===== config.mk =====
export PLATFORM = sky130hd
export DESIGN_NAME = muldiv_unit_flat
export DESIGN_NICKNAME = d
export VERILOG_FILES = /design/src/rtl/muldiv_unit_pkg.sv /design/src/rtl/muldiv_unit_if.sv /design/src/rtl/muldiv_step.sv /design/src/rtl/muldiv_unit.sv /design/src/flat_wrapper.sv
export SDC_FILE = /design/constraint.sdc
export NUM_CORES = 1
export LEC_CHECK = 0
export CAP_MARGIN = 25
export CORE_MARGIN = 2
export CORE_UTILIZATION = 55
export CTS_BUF_LIST = sky130_fd_sc_hd__clkbuf_16
export CTS_CLUSTER_DIAMETER = 60
export DETAILED_ROUTE_END_ITERATION = 6
export PLACE_DENSITY = 0.82
export SETUP_SLACK_MARGIN = 0.1
export SYNTH_ARGS = -nofsm -noshare
export SYNTH_HDL_FRONTEND = slang
export SYNTH_HIERARCHICAL = 1
export SYNTH_SLANG_ARGS = --single-unit

===== constraint.sdc =====
create_clock -name clk -period 7.6 [get_ports clk]
set_input_delay 2.28 -clock clk [delete_from_list [all_inputs] [get_ports clk]]
set_output_delay 2.28 -clock clk [all_outputs]
set_load 0.03 [all_outputs]

===== src/rtl/muldiv_unit_pkg.sv =====
// Shared opcodes, FSM encodings and helpers for the iterative multiply/divide unit.
package muldiv_unit_pkg;

  localparam int unsigned MdopWidth = 3;

  typedef logic [MdopWidth-1:0] mdop_t;

  localparam mdop_t MdopMult  = 3'd0;
  localparam mdop_t MdopMultu = 3'd1;
  localparam mdop_t MdopDiv   = 3'd2;
  localparam mdop_t MdopDivu  = 3'd3;
  localparam mdop_t MdopMthi  = 3'd4;
  localparam mdop_t MdopMtlo  = 3'd5;

  typedef logic [1:0] state_t;

  localparam state_t StIdle = 2'd0;
  localparam state_t StRun  = 2'd1;
  localparam state_t StFix  = 2'd2;

  function automatic logic is_signed_op(mdop_t op);
    return (op == MdopMult) || (op == MdopDiv);
  endfunction

endpackage


===== src/rtl/muldiv_unit_if.sv =====
// Pipeline-facing request/response bundle of the multiply/divide unit.
interface muldiv_unit_if #(
  parameter int unsigned WIDTH = 32
);
  import muldiv_unit_pkg::*;

  logic             start;
  mdop_t            op;
  logic [WIDTH-1:0] a;
  logic [WIDTH-1:0] b;
  logic             abort;
  logic             busy;
  logic             done;
  logic [WIDTH-1:0] hi;
  logic [WIDTH-1:0] lo;

  modport master (
    output start, op, a, b, abort,
    input  busy, done, hi, lo
  );

  modport slave (
    input  start, op, a, b, abort,
    output busy, done, hi, lo
  );

endinterface


===== src/rtl/muldiv_step.sv =====
// One radix-2 iteration: shift-add multiply or restoring shift-subtract divide.
module muldiv_step #(
  parameter int unsigned WIDTH = 32
) (
  input  logic [2*WIDTH-1:0] work_i,
  input  logic [WIDTH-1:0]   opnd_i,
  input  logic               is_div_i,
  output logic [2*WIDTH-1:0] work_o
);

  logic [WIDTH:0]   sum;
  logic [WIDTH+1:0] diff;

  always_comb begin
    sum  = {1'b0, work_i[2*WIDTH-1:WIDTH]} + (work_i[0] ? {1'b0, opnd_i} : '0);
    // Remainder shifted left by one needs WIDTH+1 bits; the extra MSB is the borrow.
    diff = {1'b0, work_i[2*WIDTH-1:WIDTH-1]} - {2'b00, opnd_i};
    if (is_div_i) begin
      if (!diff[WIDTH+1]) begin
        work_o = {diff[WIDTH-1:0], work_i[WIDTH-2:0], 1'b1};
      end else begin
        work_o = {work_i[2*WIDTH-2:0], 1'b0};
      end
    end else begin
      work_o = {sum, work_i[WIDTH-1:1]};
    end
  end

endmodule


===== src/rtl/muldiv_unit.sv =====
// Iterative MULT/MULTU/DIV/DIVU unit with private HI/LO; fixed WIDTH+1 cycle busy window.
module muldiv_unit
  import muldiv_unit_pkg::*;
#(
  parameter int unsigned WIDTH = 32
) (
  input logic          clk,
  input logic          nrst,
  muldiv_unit_if.slave bus
);

  localparam int unsigned CntW = $clog2(WIDTH);

  state_t             state_q, state_d;
  logic [CntW-1:0]    cnt_q, cnt_d;
  logic [2*WIDTH-1:0] work_q, work_d, work_step;
  logic [WIDTH-1:0]   opnd_q, opnd_d;
  logic [WIDTH-1:0]   a_raw_q, a_raw_d;
  logic [WIDTH-1:0]   hi_q, hi_d, lo_q, lo_d;
  logic               is_div_q, is_div_d, neg_q, neg_d, a_neg_q, a_neg_d;
  logic               b_zero_q, b_zero_d, busy_q, busy_d, done_q, done_d;
  logic               a_neg, b_neg;
  logic [WIDTH-1:0]   mag_a, mag_b;

  muldiv_step #(
    .WIDTH(WIDTH)
  ) u_step (
    .work_i  (work_q),
    .opnd_i  (opnd_q),
    .is_div_i(is_div_q),
    .work_o  (work_step)
  );

  always_comb begin
    a_neg = is_signed_op(bus.op) & bus.a[WIDTH-1];
    b_neg = is_signed_op(bus.op) & bus.b[WIDTH-1];
    mag_a = a_neg ? -bus.a : bus.a;
    mag_b = b_neg ? -bus.b : bus.b;
  end

  always_comb begin
    state_d  = state_q;
    cnt_d    = cnt_q;
    work_d   = work_q;
    opnd_d   = opnd_q;
    a_raw_d  = a_raw_q;
    hi_d     = hi_q;
    lo_d     = lo_q;
    is_div_d = is_div_q;
    neg_d    = neg_q;
    a_neg_d  = a_neg_q;
    b_zero_d = b_zero_q;
    busy_d   = busy_q;
    done_d   = 1'b0;

    case (state_q)
      StIdle: begin
        if (bus.start) begin
          case (bus.op)
            MdopMthi: hi_d = bus.a;
            MdopMtlo: lo_d = bus.a;
            MdopMult, MdopMultu, MdopDiv, MdopDivu: begin
              is_div_d = (bus.op == MdopDiv) || (bus.op == MdopDivu);
              neg_d    = a_neg ^ b_neg;
              a_neg_d  = a_neg;
              b_zero_d = (bus.b == '0);
              a_raw_d  = bus.a;
              work_d   = {{WIDTH{1'b0}}, mag_a};
              opnd_d   = mag_b;
              cnt_d    = CntW'(WIDTH - 1);
              busy_d   = 1'b1;
              state_d  = StRun;
            end
            default: ;
          endcase
        end
      end
      StRun: begin
        work_d = work_step;
        cnt_d  = cnt_q - CntW'(1);
        if (cnt_q == '0) begin
          state_d = StFix;
        end
      end
      StFix: begin
        if (!is_div_q) begin
          {hi_d, lo_d} = neg_q ? -work_q : work_q;
        end else if (b_zero_q) begin
          lo_d = '1;
          hi_d = a_raw_q;
        end else begin
          lo_d = neg_q ? -work_q[WIDTH-1:0] : work_q[WIDTH-1:0];
          hi_d = a_neg_q ? -work_q[2*WIDTH-1:WIDTH] : work_q[2*WIDTH-1:WIDTH];
        end
        done_d  = 1'b1;
        busy_d  = 1'b0;
        state_d = StIdle;
      end
      default: state_d = StIdle;
    endcase

    // Flush outranks the FIX write; it only matters once an operation is in flight.
    if (state_q != StIdle && bus.abort) begin
      state_d = StIdle;
      busy_d  = 1'b0;
      done_d  = 1'b0;
      hi_d    = hi_q;
      lo_d    = lo_q;
    end
  end

  always_ff @(posedge clk) begin
    if (!nrst) begin
      state_q  <= StIdle;
      cnt_q    <= '0;
      work_q   <= '0;
      opnd_q   <= '0;
      a_raw_q  <= '0;
      hi_q     <= '0;
      lo_q     <= '0;
      is_div_q <= 1'b0;
      neg_q    <= 1'b0;
      a_neg_q  <= 1'b0;
      b_zero_q <= 1'b0;
      busy_q   <= 1'b0;
      done_q   <= 1'b0;
    end else begin
      state_q  <= state_d;
      cnt_q    <= cnt_d;
      work_q   <= work_d;
      opnd_q   <= opnd_d;
      a_raw_q  <= a_raw_d;
      hi_q     <= hi_d;
      lo_q     <= lo_d;
      is_div_q <= is_div_d;
      neg_q    <= neg_d;
      a_neg_q  <= a_neg_d;
      b_zero_q <= b_zero_d;
      busy_q   <= busy_d;
      done_q   <= done_d;
    end
  end

  assign bus.busy = busy_q;
  assign bus.done = done_q;
  assign bus.hi   = hi_q;
  assign bus.lo   = lo_q;

endmodule


===== src/flat_wrapper.sv =====
// flat-port wrapper written by rule: the top's interface ports become plain ports
module muldiv_unit_flat import muldiv_unit_pkg::*;
#(
  parameter int unsigned WIDTH = 32
)
  (clk, nrst, bus_start, bus_op, bus_a, bus_b, bus_abort, bus_busy, bus_done, bus_hi, bus_lo);
  muldiv_unit_if #(.WIDTH(WIDTH)) bus_i ();
  input logic clk;
  input logic nrst;
  input wire logic [$bits(bus_i.start)-1:0] bus_start;
  input wire logic [$bits(bus_i.op)-1:0] bus_op;
  input wire logic [$bits(bus_i.a)-1:0] bus_a;
  input wire logic [$bits(bus_i.b)-1:0] bus_b;
  input wire logic [$bits(bus_i.abort)-1:0] bus_abort;
  output wire logic [$bits(bus_i.busy)-1:0] bus_busy;
  output wire logic [$bits(bus_i.done)-1:0] bus_done;
  output wire logic [$bits(bus_i.hi)-1:0] bus_hi;
  output wire logic [$bits(bus_i.lo)-1:0] bus_lo;
  assign bus_i.start = bus_start;
  assign bus_i.op = bus_op;
  assign bus_i.a = bus_a;
  assign bus_i.b = bus_b;
  assign bus_i.abort = bus_abort;
  assign bus_busy = bus_i.busy;
  assign bus_done = bus_i.done;
  assign bus_hi = bus_i.hi;
  assign bus_lo = bus_i.lo;
  muldiv_unit #(.WIDTH(WIDTH)) u_core (.clk(clk), .nrst(nrst), .bus(bus_i));
endmodule

==> results.md, run 1 <==
| Group | Quantity | This run |
| --- | --- | --- |
| synthesis | Portion of synthesized cell area occupied by the leading cell type | 24.36% |
| clock network | Sinks on the clock net | 205 |
| synthesis | Number of enable-type register cells in the synthesized netlist | 0 |
| synthesis | Cells after Synth | 2257 |
| floorplanning | Num ports | 137 |
| clock network | TritonCTS clock tree | yes |
| global routing | Total Routing Usage GR | 37.29% |
| synthesis | Most frequent cell after synthesis | nand2_1 |
| power | Leakage power total | 0.007198 uW |
| synthesis | Post-synthesis async set-or-reset flop share | 0% |
| sta | Clock Skews | 0.01304 ns |
| sta | Fmax | 211.3 MHz |
| synthesis | Net count after synthesis | 2400 |
| sta | Share of the clock period used by the worst path | 62.28% |
| worst setup path | Startpoint kind of the worst setup timing path | primary input |
| clock network | Post-CTS Hold Fix Bufs | 0 |
| sta | Slew at the pin closest to its max-slew limit | 1.215 ns |
| drt | DRC errors left | 2 |
| worst setup path | Worst path buffer plus inverter count | 1 |
| synthesis | Library cell with the largest summed area after synthesis | dfxtp_1 |
| global routing | Congestion Overflow GR | 0 |
| synthesis | Ranking of synthesized cells by instance count | nand2_1, nor2_1, dfxtp_1 |
| sta | Number of endpoints with negative hold slack in the final report | 0 |
| worst setup path | Worst Path Required | 8.00 ns |
| global routing | Number of global-route vias before repair | 17250 |
| worst setup path | Endpoint kind of the worst setup timing path | flip-flop |
| clock network | Post-CTS repair timing setup buffer count | 0 |
| sta | Final count of pins violating max slew | 0 |
| place | Input/output buffers | 136 |
| cells and area | Fraction of final layout cells with drive strength greater than 1 | 6.381% |
| floorplanning | Height of the die | 179.0 um |
| sta | Fin crit period | 4.733 ns |
| worst setup path | Cell class contributing the biggest share of worst-path delay | simple AND/OR/NAND/NOR gates |
| synthesis | FF+latch count, synth | 205 |
| clock network | Clock transition at the registers of the reported paths | 0.07 ns |
| synthesis | Most common flop cell mapped by yosys | dfxtp_1 |
| worst setup path | Category of the most critical setup path | primary input to flip-flop |
| worst setup path | Crit-path cells | clkdlybuf4s50_1 > nor4_1 > nand4_1 > o31ai_1 > xnor2_1 > a222oi_1 > nor2_1 |
| power | Pwr/cell area | 175.0 nW/um2 |
| place | DP Wirelength | 44010 um |
| floorplanning | Area of the die | 32040 um2 |
| synthesis | Cell area after synthesis | 16840 um2 |
| floorplanning | Core region area | 30350 um2 |
| cells and area | P&R area growth vs syn | 13.07% |
| drt | Remaining number of nets flagged by the antenna check after routing | 0 |
| cells and area | Antenna diodes | 0 |
| cells and area | Number of filler cells placed in the layout | 2667 |
| global routing | Maximum number of pins on one net before global-route repair | 84 |
| sta | Setup repair after global routing missed its margin | no |
| sta | Worst-case headroom to the max-slew limit | 18.81% |
| synthesis | Count of distinct cell types in the synthesized netlist | 97 |
| power | Final total power | 3333 uW |
| cells and area | Final layout net count | 2413 |
| clock network | Cts repair resizes | 0 |
| drt | Violation count after the first detailed-route iteration | 2935 |
| global routing | Initial antenna violation count | 3 |
| clock network | Cts bufs inserted | 25 |
| worst setup path | CP Max Fanout | 7 |
| drt | Vias per cell | 6.992 |
| clock network | Root buffer selected by CTS | clkbuf_16 |
| worst hold path | Classification of the worst-slack hold path | flip-flop to flip-flop |
| floorplanning | Die X | 179.0 um |
| worst setup path | Critical Path Max Stage Delay | 0.88 ns |
| drt | Wire length per cell after detailed routing | 23.10 um |
| floorplanning | Rows | 64 |
| floorplanning | Initial cell density of the core | 55.50% |
| worst setup path | Cell with the biggest individual delay on the critical path | nor4_1 |
| place | Routability cong. | 1.024 |
| clock network | Latest clock arrival within the worst-skew pair | 0.54 ns |
| job | Number of violations of the max-capacitance limit | 0 |
| drt | DR vias | 18770 |
| drt | Total wire length | 62000 um |
| synthesis | Per-instance average area after synthesis | 7.463 um2 |
| outcome | Violated checks | design-rule violations |
| worst setup path | Arrival time worst endpoint | 5.13 ns |
| sta | Setup_tns | 0 ns |
| synthesis | Top cells by area in the synthesized netlist | dfxtp_1, a21oi_1, xnor2_1 |
| sta | Total setup violations reported at the end of the flow | 0 |
| power | Maximum vdd drop | 0.0001937 V |
| global routing | First-pass GRT wire length | 94140 um |
| clock network | Clock buffer depth | 3 |
| drt | Number of search-and-repair iterations in the first detailed-routing pass | 7 |
| clock network | H-tree lvl count | 1 |
| synthesis | Total of warnings raised by yosys | 6 |
| outcome | Result of the run | complete, but fails checks |
| synthesis | Sequential cell area fraction in the yosys report | 24.36% |
-- power breakdown --
part / switching, uW / leakage (uW) / internal [uW]
clock network: 506 / 0.000410 / 703
logic: 576 / 0.00512 / 328
registers: 81.6 / 0.00167 / 1140
-- layout by cell type, fill, tap and decap left out, types with 22 or more instances in the layout --
cell             instances
xnor2_1                111
inv_1                   73
nand2_1                224
nor4_1                  22
clkbuf_16               25
ha_1                    70
a22oi_1                 50
nor2_1                 206
nor3_1                  53
a211oi_1                32
mux2i_1                 39
dfxtp_1                204
o211ai_1                25
and2_1                  39
clkdlybuf4s50_1        135
mux2_2                  33
a21o_1                  36
nand3_1                 51
o21ai_0                119
or3_1                   28
a31oi_1                 25
a21oi_1                204
o31ai_1                 31
xor2_1                  45
-- metal layers --
metal / part of all wire [%] / track usage, % / vias up
met3: 13 / 9.945 / 343
met1: 38 / 48.28 / 8683
li1: - / - / 8385
met2: 42 / 55.83 / 1350
met5: 0.098 / 1.603 / -
met4: 6.7 / 20.83 / 6
-- final timing paths --
check	cells past startpoint	slack, ns	from	to
worst min register to register	2	0.45	u_core/bus.lo[5]$_SDFFE_PN0P_	u_core/bus.lo[5]$_SDFFE_PN0P_
worst max register to register	12	3.67	u_core/work_q[43]$_SDFFE_PN0P_	u_core/work_q[59]$_SDFFE_PN0P_
worst max-delay path	7	2.87	bus_a[3]	u_core/work_q[22]$_SDFFE_PN0P_
worst min-delay path	2	0.45	u_core/bus.lo[5]$_SDFFE_PN0P_	u_core/bus.lo[5]$_SDFFE_PN0P_
-- state kept, by name, summed over array words and instances (netlist names), 2 cells and up --
register	flops
u_core/bus.lo	32
u_core/a_raw_q	32
u_core/state_q	2
u_core/bus.hi	32
u_core/opnd_q	32
u_core/cnt_q	5
u_core/work_q	64
-- per-stage QoR --
step	hold slack (ns)	area [um2]	cells	util (%)	setup WS, ns
after detailed placement	0.4479	18230	2638	60.07	2.421
after CTS	0.4555	19040	2683	62.74	2.975
final	0.4532	19050	2684	62.76	2.867
after floorplan	0.4360	16840	2257	-	3.347
after global placement	0.4425	18230	2637	60.06	2.558
after global routing	0.4712	19050	2684	62.76	2.633
-- worst reg2reg max path: stages (launching register included) --
cell and delay, ns:
dfxtp_1 0.70, ha_1 0.40, a21o_1 0.26, a2111oi_0 0.53
o21ai_0 0.17, a31oi_1 0.30, nor2_1 0.15, o41ai_1 0.45
a22oi_1 0.19, xnor2_1 0.29, a211oi_2 0.11, a22oi_1 0.19
nor2_1 0.05
-- cell families (layout without fill, tap and decap cells) --
group	after synthesis	count (layout)	synth area share (%)
adder cells (fa/ha/maj)	72	72	5.437
AO/OA/AOI/OAI	745	745	30.05
AND/OR/NAND/NOR	765	765	21.92
buffers and inverters	242	273	5.601
flip-flops	205	205	24.36
XOR/XNOR	156	156	8.111
multiplexers	72	72	4.524
-- area by class of cell --
type	count	area (um2)	share of cell area, %
clock inverters	20	183.9	0.9657
multi-input cells	1810	11860	62.25
inverters	71	269.0	1.412
repair buffers	157	1509	7.923
clock buffers	25	625.6	3.285
well taps	396	495.5	2.601
flip-flops and latches	205	4108	21.57
(Power assumes the default switching activity.)
==> inputs of run 2 (changes only) <==
==> constraint.sdc (replaced) <==
create_clock -name clk -period 4.5 [get_ports clk]
set_input_delay 1.35 -clock clk [delete_from_list [all_inputs] [get_ports clk]]
set_output_delay 1.35 -clock clk [all_outputs]
set_load 0.03 [all_outputs]
==> results.md, run 2 (synthesized netlist as in run 1, its figures left out) <==
| Group | Quantity | This run | Delta |
| --- | --- | --- | --- |
| sta | Share of the clock period used by the worst path | 85.10% |  |
| sta | Final count of pins violating max slew | 0 | unchanged |
| cells and area | Most common library cell in the layout ignoring fill and taps | nand2_1 |  |
| drt | Wire length per cell after detailed routing | 23.78 um | +2.9% |
| worst setup path | Worst path buffer plus inverter count | 1 | unchanged |
| drt | Violation count after the first detailed-route iteration | 2787 | -5.0% |
| power | Clock share of power | 37.2% | +0.9 points |
| sta | Setup_tns | 0 ns | unchanged |
| cells and area | Most flops, register | u_core/work_q |  |
| clock network | Clock transition at the registers of the reported paths | 0.06 ns | about the same |
| worst setup path | Critical Path Stages | 14 | +7 |
| clock network | Cts repair resizes | 0 | unchanged |
| sta | Worst-case headroom to the max-slew limit | 31.43% | +13 points |
| sta | Setup repair after global routing missed its margin | no |  |
| power | Sequential share of power | 35.3% | -1.3 points |
| sta | Fin crit period | 3.830 ns |  |
| cells and area | Largest register FFs | 64 | unchanged |
| drt | Number of search-and-repair iterations in the first detailed-routing pass | 7 | unchanged |
| floorplanning | Rows | 64 | unchanged |
| place | Placed instance count | 2692 | +2.0% |
| drt | DR vias | 18900 | +0.70% |
| worst setup path | Reg2Reg Depth | 14 | +2 |
| place | Input/output buffers | 136 | unchanged |
| clock network | Latest clock arrival within the worst-skew pair | 0.57 ns | +0.03 ns |
| job | Number of violations of the max-capacitance limit | 0 | unchanged |
| floorplanning | Height of the die | 179.0 um | unchanged |
| floorplanning | Die X | 179.0 um | unchanged |
| cells and area | Final non-filler cell total | 2742 | +2.2% |
| worst setup path | Termination of the worst setup path | u_core/work_q[62]$_SDFFE_PN0P_ |  |
| worst setup path | Category of the most critical setup path | flip-flop to flip-flop |  |
| outcome | Result of the run | complete, but fails checks |  |
| drt | Remaining number of nets flagged by the antenna check after routing | 0 | unchanged |
| worst setup path | Reg-to-reg endpoint | u_core/work_q[62]$_SDFFE_PN0P_ |  |
| worst setup path | Cell with the biggest individual delay on the critical path | dfxtp_1 |  |
| power | Leakage power total | 0.007521 uW | +4.5% |
| global routing | Initial antenna violation count | 1 | -2 |
| floorplanning | Area of the die | 32040 um2 | unchanged |
| place | Routability cong. | 1.002 | -2.1% |
| global routing | Maximum number of pins on one net before global-route repair | 114 | +36% |
| sta | Fmax | 261.1 MHz |  |
| worst setup path | Startpoint kind of the worst setup timing path | flip-flop |  |
| power | Combinational group share of total power | 27.5% | +0.4 points |
| clock network | Root buffer selected by CTS | clkbuf_16 |  |
| outcome | Violated checks | design-rule violations |  |
| cells and area | Final layout net count | 2468 | +2.3% |
| floorplanning | Core region area | 30350 um2 | unchanged |
| sta | Slew at the pin closest to its max-slew limit | 1.026 ns | -0.1891 ns |
| worst setup path | Cell class contributing the biggest share of worst-path delay | compound AO/OA/AOI/OAI gates |  |
| power | Fraction of power spent switching nets | 34.86% | -0.048 points |
| worst setup path | Crit path from | u_core/work_q[0]$_SDFFE_PN0P_ |  |
| worst hold path | Classification of the worst-slack hold path | flip-flop to flip-flop |  |
| global routing | Congestion Overflow GR | 0 | unchanged |
| power | Maximum vdd drop | 0.0003356 V | +73% |
| clock network | Sinks on the clock net | 205 | unchanged |
| clock network | H-tree lvl count | 1 | unchanged |
| sta | Tightest hold margin | 0.4540 ns | +0.0007800 ns |
| sta | Number of endpoints with negative hold slack in the final report | 0 | unchanged |
| worst setup path | Critical Path Max Stage Delay | 0.53 ns | -0.35 ns |
| clock network | Post-CTS Hold Fix Bufs | 0 | unchanged |
| place | DP Wirelength | 46960 um | +6.7% |
| cells and area | Antenna diodes | 0 | unchanged |
| clock network | TritonCTS clock tree | yes |  |
| global routing | Total Routing Usage GR | 39.42% | +2.1 points |
| drt | Total wire length | 65200 um | +5.2% |
| clock network | Post-CTS repair timing setup buffer count | 0 | unchanged |
| sta | Total setup violations reported at the end of the flow | 0 | unchanged |
| sta | Clock Skews | 0.03934 ns | +0.02630 ns |
| worst setup path | CP Max Fanout | 28 | +21 |
| drt | DRC errors left | 1 | -1 |
| cells and area | Fraction of final layout cells with drive strength greater than 1 | 8.568% | +2.2 points |
| worst setup path | Arrival time worst endpoint | 4.24 ns | -0.89 ns |
| floorplanning | Initial cell density of the core | 55.50% | unchanged |
| worst setup path | Setup slack on the worst flop-to-flop path | 0.67 ns | -3.00 ns |
| power | Final total power | 5815 uW | +74% |
| global routing | Number of global-route vias before repair | 17460 | +1.2% |
| worst setup path | Endpoint kind of the worst setup timing path | flip-flop |  |
| worst setup path | Worst Path Required | 4.92 ns | -3.08 ns |
| global routing | First-pass GRT wire length | 98890 um | +5.1% |
| cells and area | Final core area utilization | 64.50% | +1.7 points |
| power | Cell internal pwr | 3788 uW | +75% |
| floorplanning | Num ports | 137 | unchanged |
| worst setup path | Critical R2R Launch | u_core/work_q[0]$_SDFFE_PN0P_ |  |
| power | Switching power | 2027 uW | +74% |
| worst setup path | Crit-path cells | buf_4 > and2_1 > ha_1 > and3_1 > a21oi_1 > nand2_1 > o211ai_1 > a31oi_1 > o41ai_1 > a32oi_1 > xnor2_1 > mux2i_1 > a22oi_1 > nor2_1 |  |
| clock network | Cts bufs inserted | 27 | +8.0% |
| power | Pwr/cell area | 297.1 nW/um2 | +70% |
| drt | Vias per cell | 6.892 | -1.4% |
| clock network | Clock buffer depth | 3 | unchanged |
| cells and area | Most frequent cells in the layout | nand2_1, nor2_1, a21oi_1, dfxtp_1, clkdlybuf4s50_1 |  |
| cells and area | P&R area growth vs syn | 16.21% |  |
[run 2: routing by layer]
layer	vias up	GRT usage (%)	share of wire (%)
li1	8490	-	-
met1	8913	53.14	40
met2	1217	59.18	42
met3	277	9.478	12
met4	2	18.26	5.5
met5	-	0	0.020
[run 2: worst min path at each step]
stage / startpoint / slack, ns / end / depth (start not counted)
2_1_floorplan: u_core/a_raw_q[0]$_SDFFE_PN0P_ / 0.44 / u_core/a_raw_q[0]$_SDFFE_PN0P_ / 2
3_3_place_gp: u_core/a_raw_q[10]$_SDFFE_PN0P_ / 0.44 / u_core/a_raw_q[10]$_SDFFE_PN0P_ / 2
3_5_place_dp: u_core/a_raw_q[1]$_SDFFE_PN0P_ / 0.45 / u_core/a_raw_q[1]$_SDFFE_PN0P_ / 2
6_report: u_core/bus.lo[6]$_SDFFE_PN0P_ / 0.45 / u_core/bus.lo[6]$_SDFFE_PN0P_ / 2
5_1_grt: u_core/a_raw_q[4]$_SDFFE_PN0P_ / 0.47 / u_core/a_raw_q[4]$_SDFFE_PN0P_ / 2
4_1_cts: u_core/a_raw_q[1]$_SDFFE_PN0P_ / 0.45 / u_core/a_raw_q[1]$_SDFFE_PN0P_ / 2
[run 2: worst register-to-register path, stage by stage (launching register included)]
cell and delay, ns:
dfxtp_1 0.53, buf_4 0.36, and2_1 0.18, ha_1 0.33, and3_1 0.26, a21oi_1 0.19, nand2_1 0.09, o211ai_1 0.33
a31oi_1 0.17, o41ai_1 0.45, a32oi_1 0.25, xnor2_1 0.22, mux2i_1 0.09, a22oi_1 0.18, nor2_1 0.06
[run 2: final cells by class]
class / count / area (um2)
tap: 396 / 495.5
timing repair buffer: 210 / 1962
clock inverter: 23 / 210.2
multi-input combinational: 1810 / 11860
fill: 2646 / 10770
sequential: 205 / 4108
inverter: 71 / 269.0
clock buffer: 27 / 675.6
[run 2: through the flow]
stage          area, um2  setup WS [ns]
2_1_floorplan      16840          1.176
3_3_place_gp       18690         0.5754
3_5_place_dp       18690         0.4884
4_1_cts            19580         0.7828
5_1_grt            19580         0.4213
6_report           19580         0.6705
[run 2: power by group through the flow]
stage	clock [uW]	combinational [uW]	sequential, uW
after floorplan	0	940	2110
after global placement	0	1510	2080
after detailed placement	0	1530	2090
after CTS	2170	1540	2050
after global routing	2250	1690	2060
final	2160	1600	2050
